==> src/rtl/pipe_ctrl_pkg.sv <==
`default_nettype none
// ============================================================================
// Module      : pipe_ctrl_pkg
// Description : Shared pipeline-control definitions for the 5-stage RV32
//               pipeline. Holds the mul/div sequencing state encoding and
//               the RV32 opcode constants used by the hazard unit.
// Ports       : none (package)
// Revision    : 1.0 - initial release
// ============================================================================
package pipe_ctrl_pkg;

    // Mul/div sequencing state. Explicit 2-bit encoding; code 2'd3 is
    // unreachable and recovers to IDLE.
    typedef enum logic [1:0] {
        MD_IDLE = 2'd0,
        MD_BUSY = 2'd1,
        MD_DONE = 2'd2
    } md_state_t;

    // RV32 base opcodes (instr[6:0]).
    localparam logic [6:0] c_opc_load   = 7'b0000011;
    localparam logic [6:0] c_opc_store  = 7'b0100011;
    localparam logic [6:0] c_opc_op_imm = 7'b0010011;
    localparam logic [6:0] c_opc_op     = 7'b0110011;
    localparam logic [6:0] c_opc_branch = 7'b1100011;
    localparam logic [6:0] c_opc_jal    = 7'b1101111;
    localparam logic [6:0] c_opc_jalr   = 7'b1100111;
    localparam logic [6:0] c_opc_lui    = 7'b0110111;
    localparam logic [6:0] c_opc_auipc  = 7'b0010111;

    // funct7 value selecting the M extension within OP.
    localparam logic [6:0] c_funct7_muldiv = 7'b0000001;

    // True for any M-extension instruction (MUL*/DIV*/REM*).
    function automatic logic is_muldiv(input logic [6:0] opcode,
                                       input logic [6:0] funct7);
        return (opcode == c_opc_op) && (funct7 == c_funct7_muldiv);
    endfunction

endpackage
`default_nettype wire

==> src/rtl/md_watchdog.sv <==
`default_nettype none
// ============================================================================
// Module      : md_watchdog
// Description : Timeout counter for the iterative mul/div unit. Cleared when
//               an operation starts, advances on every BUSY cycle, and flags
//               expiry on the cycle that lies MD_TIMEOUT-1 cycles after the
//               start pulse, unless the unit reports done in that cycle.
// Ports       : clk, rst   - clock, synchronous active-high reset
//               start      - mul/div start pulse (BUSY entry next cycle)
//               busy       - sequencer is in BUSY
//               done       - mul/div result valid this cycle
//               expire     - timeout reached this cycle (combinational)
// Revision    : 1.0 - initial release
// ============================================================================
module md_watchdog #(
    parameter int MD_TIMEOUT = 64
) (
    input  logic clk,
    input  logic rst,
    input  logic start,
    input  logic busy,
    input  logic done,
    output logic expire
);

    localparam int c_cnt_w = (MD_TIMEOUT > 2) ? $clog2(MD_TIMEOUT) : 1;
    // r_cnt holds the number of BUSY cycles already completed, so the
    // current BUSY cycle lies r_cnt+1 cycles after md_start. Expiry is due
    // on the cycle MD_TIMEOUT-1 after md_start.
    localparam logic [c_cnt_w-1:0] c_last = c_cnt_w'(MD_TIMEOUT - 2);

    logic [c_cnt_w-1:0] r_cnt;

    always_ff @(posedge clk) begin
        if (rst) begin
            r_cnt <= '0;
        end else if (start) begin
            r_cnt <= '0;
        end else if (busy) begin
            r_cnt <= r_cnt + c_cnt_w'(1);
        end
    end

    assign expire = busy & ~done & (r_cnt == c_last);

endmodule
`default_nettype wire

==> src/rtl/pipe_stall_sequencer.sv <==
`default_nettype none
// ============================================================================
// Module      : pipe_stall_sequencer
// Description : Central stall/flush sequencer for the 5-stage RV32 pipeline.
//               Merges front-end hazards (load-use, redirect) with back-end
//               stalls (iterative mul/div in EX, data-memory wait in MEM) and
//               drives all pipeline-register enables/flushes and the PC
//               enable. Owns the mul/div start/done handshake and watchdog.
// Ports       : clk, rst               - clock, synchronous active-high reset
//               load_stall, redirect   - front-end hazard inputs
//               ex_md_valid, md_done   - mul/div presence in EX / completion
//               dmem_req, dmem_ready   - MEM-stage access and completion
//               perf_clr               - clear stall_cnt
//               md_start, md_abort     - mul/div control pulses
//               *_en, *_flush          - pipeline-register enables/bubbles
//               md_timeout_err         - sticky watchdog error
//               stall_cnt              - cycles with pc_en low (wrapping)
// Revision    : 1.0 - initial release
// ============================================================================
module pipe_stall_sequencer
    import pipe_ctrl_pkg::*;
#(
    parameter int MD_TIMEOUT = 64,
    parameter int CNT_W      = 32
) (
    input  logic             clk,
    input  logic             rst,
    input  logic             load_stall,
    input  logic             redirect,
    input  logic             ex_md_valid,
    input  logic             md_done,
    input  logic             dmem_req,
    input  logic             dmem_ready,
    input  logic             perf_clr,
    output logic             md_start,
    output logic             md_abort,
    output logic             pc_en,
    output logic             if_id_en,
    output logic             id_ex_en,
    output logic             ex_mem_en,
    output logic             mem_wb_en,
    output logic             if_id_flush,
    output logic             id_ex_flush,
    output logic             ex_mem_flush,
    output logic             mem_wb_flush,
    output logic             md_timeout_err,
    output logic [CNT_W-1:0] stall_cnt
);

    md_state_t        r_md_state;
    md_state_t        w_md_state_nxt;
    logic             w_mem_hold;
    logic             w_md_in_busy;
    logic             w_md_start_cond;
    logic             w_md_expire;
    logic             w_md_finish;
    logic             w_md_stall;
    logic             r_md_timeout_err;
    logic [CNT_W-1:0] r_stall_cnt;

    assign w_mem_hold      = dmem_req & ~dmem_ready;
    assign w_md_in_busy    = (r_md_state == MD_BUSY);
    assign w_md_start_cond = (r_md_state == MD_IDLE) & ex_md_valid;
    // A watchdog expiry ends BUSY exactly like a real md_done.
    assign w_md_finish     = w_md_in_busy & (md_done | w_md_expire);
    assign w_md_stall      = w_md_start_cond
                           | (w_md_in_busy & ~md_done & ~w_md_expire);

    md_watchdog #(
        .MD_TIMEOUT (MD_TIMEOUT)
    ) u_md_watchdog (
        .clk    (clk),
        .rst    (rst),
        .start  (w_md_start_cond),
        .busy   (w_md_in_busy),
        .done   (md_done),
        .expire (w_md_expire)
    );

    // ------------------------------------------------------------------
    // Mul/div FSM: state register
    // ------------------------------------------------------------------
    always_ff @(posedge clk) begin
        if (rst) begin
            r_md_state <= MD_IDLE;
        end else begin
            r_md_state <= w_md_state_nxt;
        end
    end

    // ------------------------------------------------------------------
    // Mul/div FSM: next state
    // ------------------------------------------------------------------
    always_comb begin
        w_md_state_nxt = r_md_state;
        case (r_md_state)
            MD_IDLE: begin
                if (ex_md_valid) begin
                    w_md_state_nxt = MD_BUSY;
                end
            end
            MD_BUSY: begin
                // A completion while MEM is held would otherwise be lost
                // because EX cannot advance; park it in DONE.
                if (w_md_finish) begin
                    w_md_state_nxt = w_mem_hold ? MD_DONE : MD_IDLE;
                end
            end
            MD_DONE: begin
                if (!w_mem_hold) begin
                    w_md_state_nxt = MD_IDLE;
                end
            end
            default: begin
                w_md_state_nxt = MD_IDLE;
            end
        endcase
    end

    // ------------------------------------------------------------------
    // Outputs: pulses and prioritised enable/flush pattern
    // ------------------------------------------------------------------
    always_comb begin
        md_start     = 1'b0;
        md_abort     = 1'b0;
        pc_en        = 1'b1;
        if_id_en     = 1'b1;
        id_ex_en     = 1'b1;
        ex_mem_en    = 1'b1;
        mem_wb_en    = 1'b1;
        if_id_flush  = 1'b0;
        id_ex_flush  = 1'b0;
        ex_mem_flush = 1'b0;
        mem_wb_flush = 1'b0;
        if (rst) begin
            pc_en        = 1'b0;
            if_id_en     = 1'b0;
            id_ex_en     = 1'b0;
            ex_mem_en    = 1'b0;
            mem_wb_en    = 1'b0;
            if_id_flush  = 1'b1;
            id_ex_flush  = 1'b1;
            ex_mem_flush = 1'b1;
            mem_wb_flush = 1'b1;
        end else begin
            md_start = w_md_start_cond;
            md_abort = w_md_expire;
            // Exclusive priority: a lower condition is ignored entirely
            // while a higher one holds; the frozen instruction reasserts
            // its request on a later cycle.
            if (w_mem_hold) begin
                pc_en        = 1'b0;
                if_id_en     = 1'b0;
                id_ex_en     = 1'b0;
                ex_mem_en    = 1'b0;
                mem_wb_flush = 1'b1;
            end else if (w_md_stall) begin
                pc_en        = 1'b0;
                if_id_en     = 1'b0;
                id_ex_en     = 1'b0;
                ex_mem_flush = 1'b1;
            end else if (redirect) begin
                pc_en        = 1'b1;
                if_id_flush  = 1'b1;
                id_ex_flush  = 1'b1;
            end else if (load_stall) begin
                pc_en        = 1'b0;
                if_id_en     = 1'b0;
                id_ex_flush  = 1'b1;
            end
        end
    end

    // ------------------------------------------------------------------
    // Sticky watchdog error and stall performance counter
    // ------------------------------------------------------------------
    always_ff @(posedge clk) begin
        if (rst) begin
            r_md_timeout_err <= 1'b0;
        end else if (w_md_expire) begin
            r_md_timeout_err <= 1'b1;
        end
    end

    always_ff @(posedge clk) begin
        if (rst) begin
            r_stall_cnt <= '0;
        end else if (perf_clr) begin
            r_stall_cnt <= '0;
        end else if (!pc_en) begin
            r_stall_cnt <= r_stall_cnt + CNT_W'(1);
        end
    end

    assign md_timeout_err = r_md_timeout_err;
    assign stall_cnt      = r_stall_cnt;

endmodule
`default_nettype wire

==> config.mk <==
export PLATFORM = sky130hd
export DESIGN_NAME = pipe_stall_sequencer
export DESIGN_NICKNAME = d
export VERILOG_FILES = /design/src/rtl/pipe_ctrl_pkg.sv /design/src/rtl/md_watchdog.sv /design/src/rtl/pipe_stall_sequencer.sv
export SDC_FILE = /design/constraint.sdc
export NUM_CORES = 1
export LEC_CHECK = 0
export BUFFER_PORTS_ARGS = -buffer_cell sky130_fd_sc_hd__buf_2
export CAP_MARGIN = 20
export CELL_PAD_IN_SITES_DETAIL_PLACEMENT = 1
export CELL_PAD_IN_SITES_GLOBAL_PLACEMENT = 2
export CORE_MARGIN = 2
export CORE_UTILIZATION = 30
export DETAILED_ROUTE_END_ITERATION = 10
export MAX_ROUTING_LAYER = met4
export PLACE_DENSITY = 0.78
export SKIP_CTS_REPAIR_TIMING = 1
export SLEW_MARGIN = 20
export SYNTH_ARGS = -nofsm -noshare
export SYNTH_HDL_FRONTEND = slang
export SYNTH_SLANG_ARGS = --single-unit
export TNS_END_PERCENT = 50
==> constraint.sdc <==
create_clock -name clk -period 2.63 [get_ports clk]
set_input_delay 0.6575 -clock clk [delete_from_list [all_inputs] [get_ports clk]]
set_output_delay 0.6575 -clock clk [all_outputs]
set_load 0.01 [all_outputs]
==> qor.txt <==
Status - complete, no violations
Final critical-path share of the clock period - 94.5%
Number of routed nets with antenna violations - 0
Post-synthesis register bit count - 41
Synth Instances - 263
Largest net degree at the start of global routing - 31
Setup CP Type - flip-flop to output port
Initial core utilization - 31.2%
Remaining Overflow, GRT - 0
Max-Cap Viols - 0
P_leak - 0.946 nW
Die H - 88.3 um
Residual DRC count - 0
Number of synthesized flops with an enable pin - 0
Die ar. - 0.00780 mm^2
Hold WS - 0.486 ns
Final max-slew violation count - 0
Routed WL per cell - 15.0 um
Placed Area - 0.00248 mm^2
CTS Sinks - 41
Top Ports - 53
Max Fclk - 402 MHz
CP required - 1.97 ns
Total Power - 1.14 mW
Cell with the most instances after synthesis - dfxtp_1
Vias in the first global route - 2,097
Design area - 0.00257 mm^2
Fin cells - 408
Worst-margin pin slew - 0.578 ns
Area of the mapped netlist - 0.00213 mm^2
Pre-CTS WS - 0.153 ns
Final setup vio count - 0
Worst VDD drop - 0.200 mV
Vias/cell - 5.39
Slew HR - 61.4%
Worst hold path type - flip-flop to flip-flop
Ranking of synthesized cells by area - dfxtp_1, a21oi_1, o31ai_1
Setup repair after global routing missed its margin - false
Register area - 822 um^2
Clk_lat worst skew - 0.30 ns
Top FF cell, synth - dfxtp_1
Startpoint Class - flip-flop
Crit path DAT - 1.83 ns
Post-Syn Area per Cell - 8.11 um^2
Largest fanout on the critical path - 4
Drt first pass iters - 4
Row Count - 30
Via Count - 2,200
Setup TNS - 0 ns
Core ar. - 0.00683 mm^2
Initial antenna violation count - 0
Net count after synthesis - 275
Library cells used by synthesis - 43
CTS Root Cell - clkbuf_8
Reg clk slew, reported paths - 0.08 ns
Commonest cells in the netlist - dfxtp_1, a21oi_1, nand2_1
# diodes - 0
CTS tree - done
X dimension of the die - 88.3 um
Sequential share of the synthesized area - 38.5%
Port bufs - 52
P&R area growth vs syn - 20.5%
Crit end category - output port
Final WS setup - 0.144 ns
Clock tree buffer depth - 2
Fillers - 862
Hold Vio Cnt, Final - 0
Asr flop ratio synth - 0%
Layout Nets - 323
GRT Total Usage - 17.0%
Setup Skew - 0.00592 ns
Area of the multi-input gates - 0.00122 mm^2
Layout cell share with drive strength beyond 1 - 23.4%
Hpwl dp - 4.45 mm
Yosys top cell area share - 38.5%
Routability congestion estimate - 0.726
TritonCTS buffer count - 5
Synth Warn # - 0
First-pass GRT wire length - 10.1 mm
Final Util - 37.6%
CTS H-tree depth - 2
WL final - 6.13 mm
Pwr/cell area - 445 mW/mm^2
Area leader, netlist - dfxtp_1
Number of DRC markers in iteration 0 - 73
Placed insts - 400
Minimum clock period - 2.49 ns
worst max-delay path, stage by stage, from the launching register on:
cell and delay [ns]:
dfxtp_2 0.37, inv_1 0.05, ha_1 0.22, and4_4 0.20, or3_4 0.38, o21ai_0 0.16, buf_2 0.16
layer usage:
metal  wire length (um)  track usage [%]  up-vias  share of wire (%)
li1                   -                -     1080                  -
met1               2840             20.5     1075                 46
met2               2950             27.9       37                 48
met3                229             3.64        8                3.7
met4                108             6.47        0                1.8
met5                  0                -        -                  0
layout make-up:
| type | count | area share [%] |
|---|---|---|
| clock buffers | 6 | 2.82 |
| clock inverters | 2 | 0.389 |
| inverters | 9 | 1.41 |
| multi-input cells | 198 | 47.4 |
| flip-flops and latches | 41 | 32.0 |
| well taps | 96 | 4.67 |
| repair buffers | 56 | 11.3 |
layout by cell type, fill, tap and decap left out, drive strengths merged, types with 4 or more instances in the layout:
cell type	Yosys	layout
nand2b	5	5
nand4	12	12
o21ai	17	17
nor2	14	14
clkbuf	13	6
nand3	11	11
inv	9	9
and2	4	4
nand2	23	23
buf	2	56
nor3	5	5
dfxtp	41	41
a21oi	29	29
or3	12	12
o31ai	12	12
or4	12	12
and4	4	4
and3	5	5
cell families (layout without fill, tap and decap cells):
family / Yosys count / in the layout / synth area share (%)
adder cells (fa/ha/maj): 3 / 3 / 1.76
buffers and inverters: 24 / 73 / 4.87
flip-flops: 41 / 41 / 38.5
XOR/XNOR: 5 / 5 / 2.05
AND/OR/NAND/NOR: 117 / 117 / 31.4
AO/OA/AOI/OAI: 73 / 73 / 21.5
state kept, by name, summed over array words and instances, names as in the netlist:
| register | flops |
|---|---|
| stall_cnt | 32 |
| u_md_watchdog.r_cnt | 6 |
| r_md_state | 2 |
| md_timeout_err | 1 |
where the power goes:
group | internal, mW | switching [mW] | total, mW
sequential | 0.625 | 0.00663 | 0.632
combinational | 0.0347 | 0.0610 | 0.0957
clock | 0.184 | 0.231 | 0.416
total | 0.844 | 0.299 | 1.14
worst paths after layout:
kind                                                   end  slack [ns]  cells after the start                                 from
worst min register to register  stall_cnt[31]$_SDFFE_PP0N_        0.49                      2           stall_cnt[31]$_SDFFE_PP0N_
worst min-delay path            stall_cnt[31]$_SDFFE_PP0N_        0.49                      2           stall_cnt[31]$_SDFFE_PP0N_
worst max register to register  stall_cnt[31]$_SDFFE_PP0N_        0.48                      5            stall_cnt[2]$_SDFFE_PP0N_
worst max-delay path                          ex_mem_flush        0.14                      6  u_md_watchdog.r_cnt[0]$_SDFFE_PP0N_
Note: power is estimated with default switching activity, not from simulation.
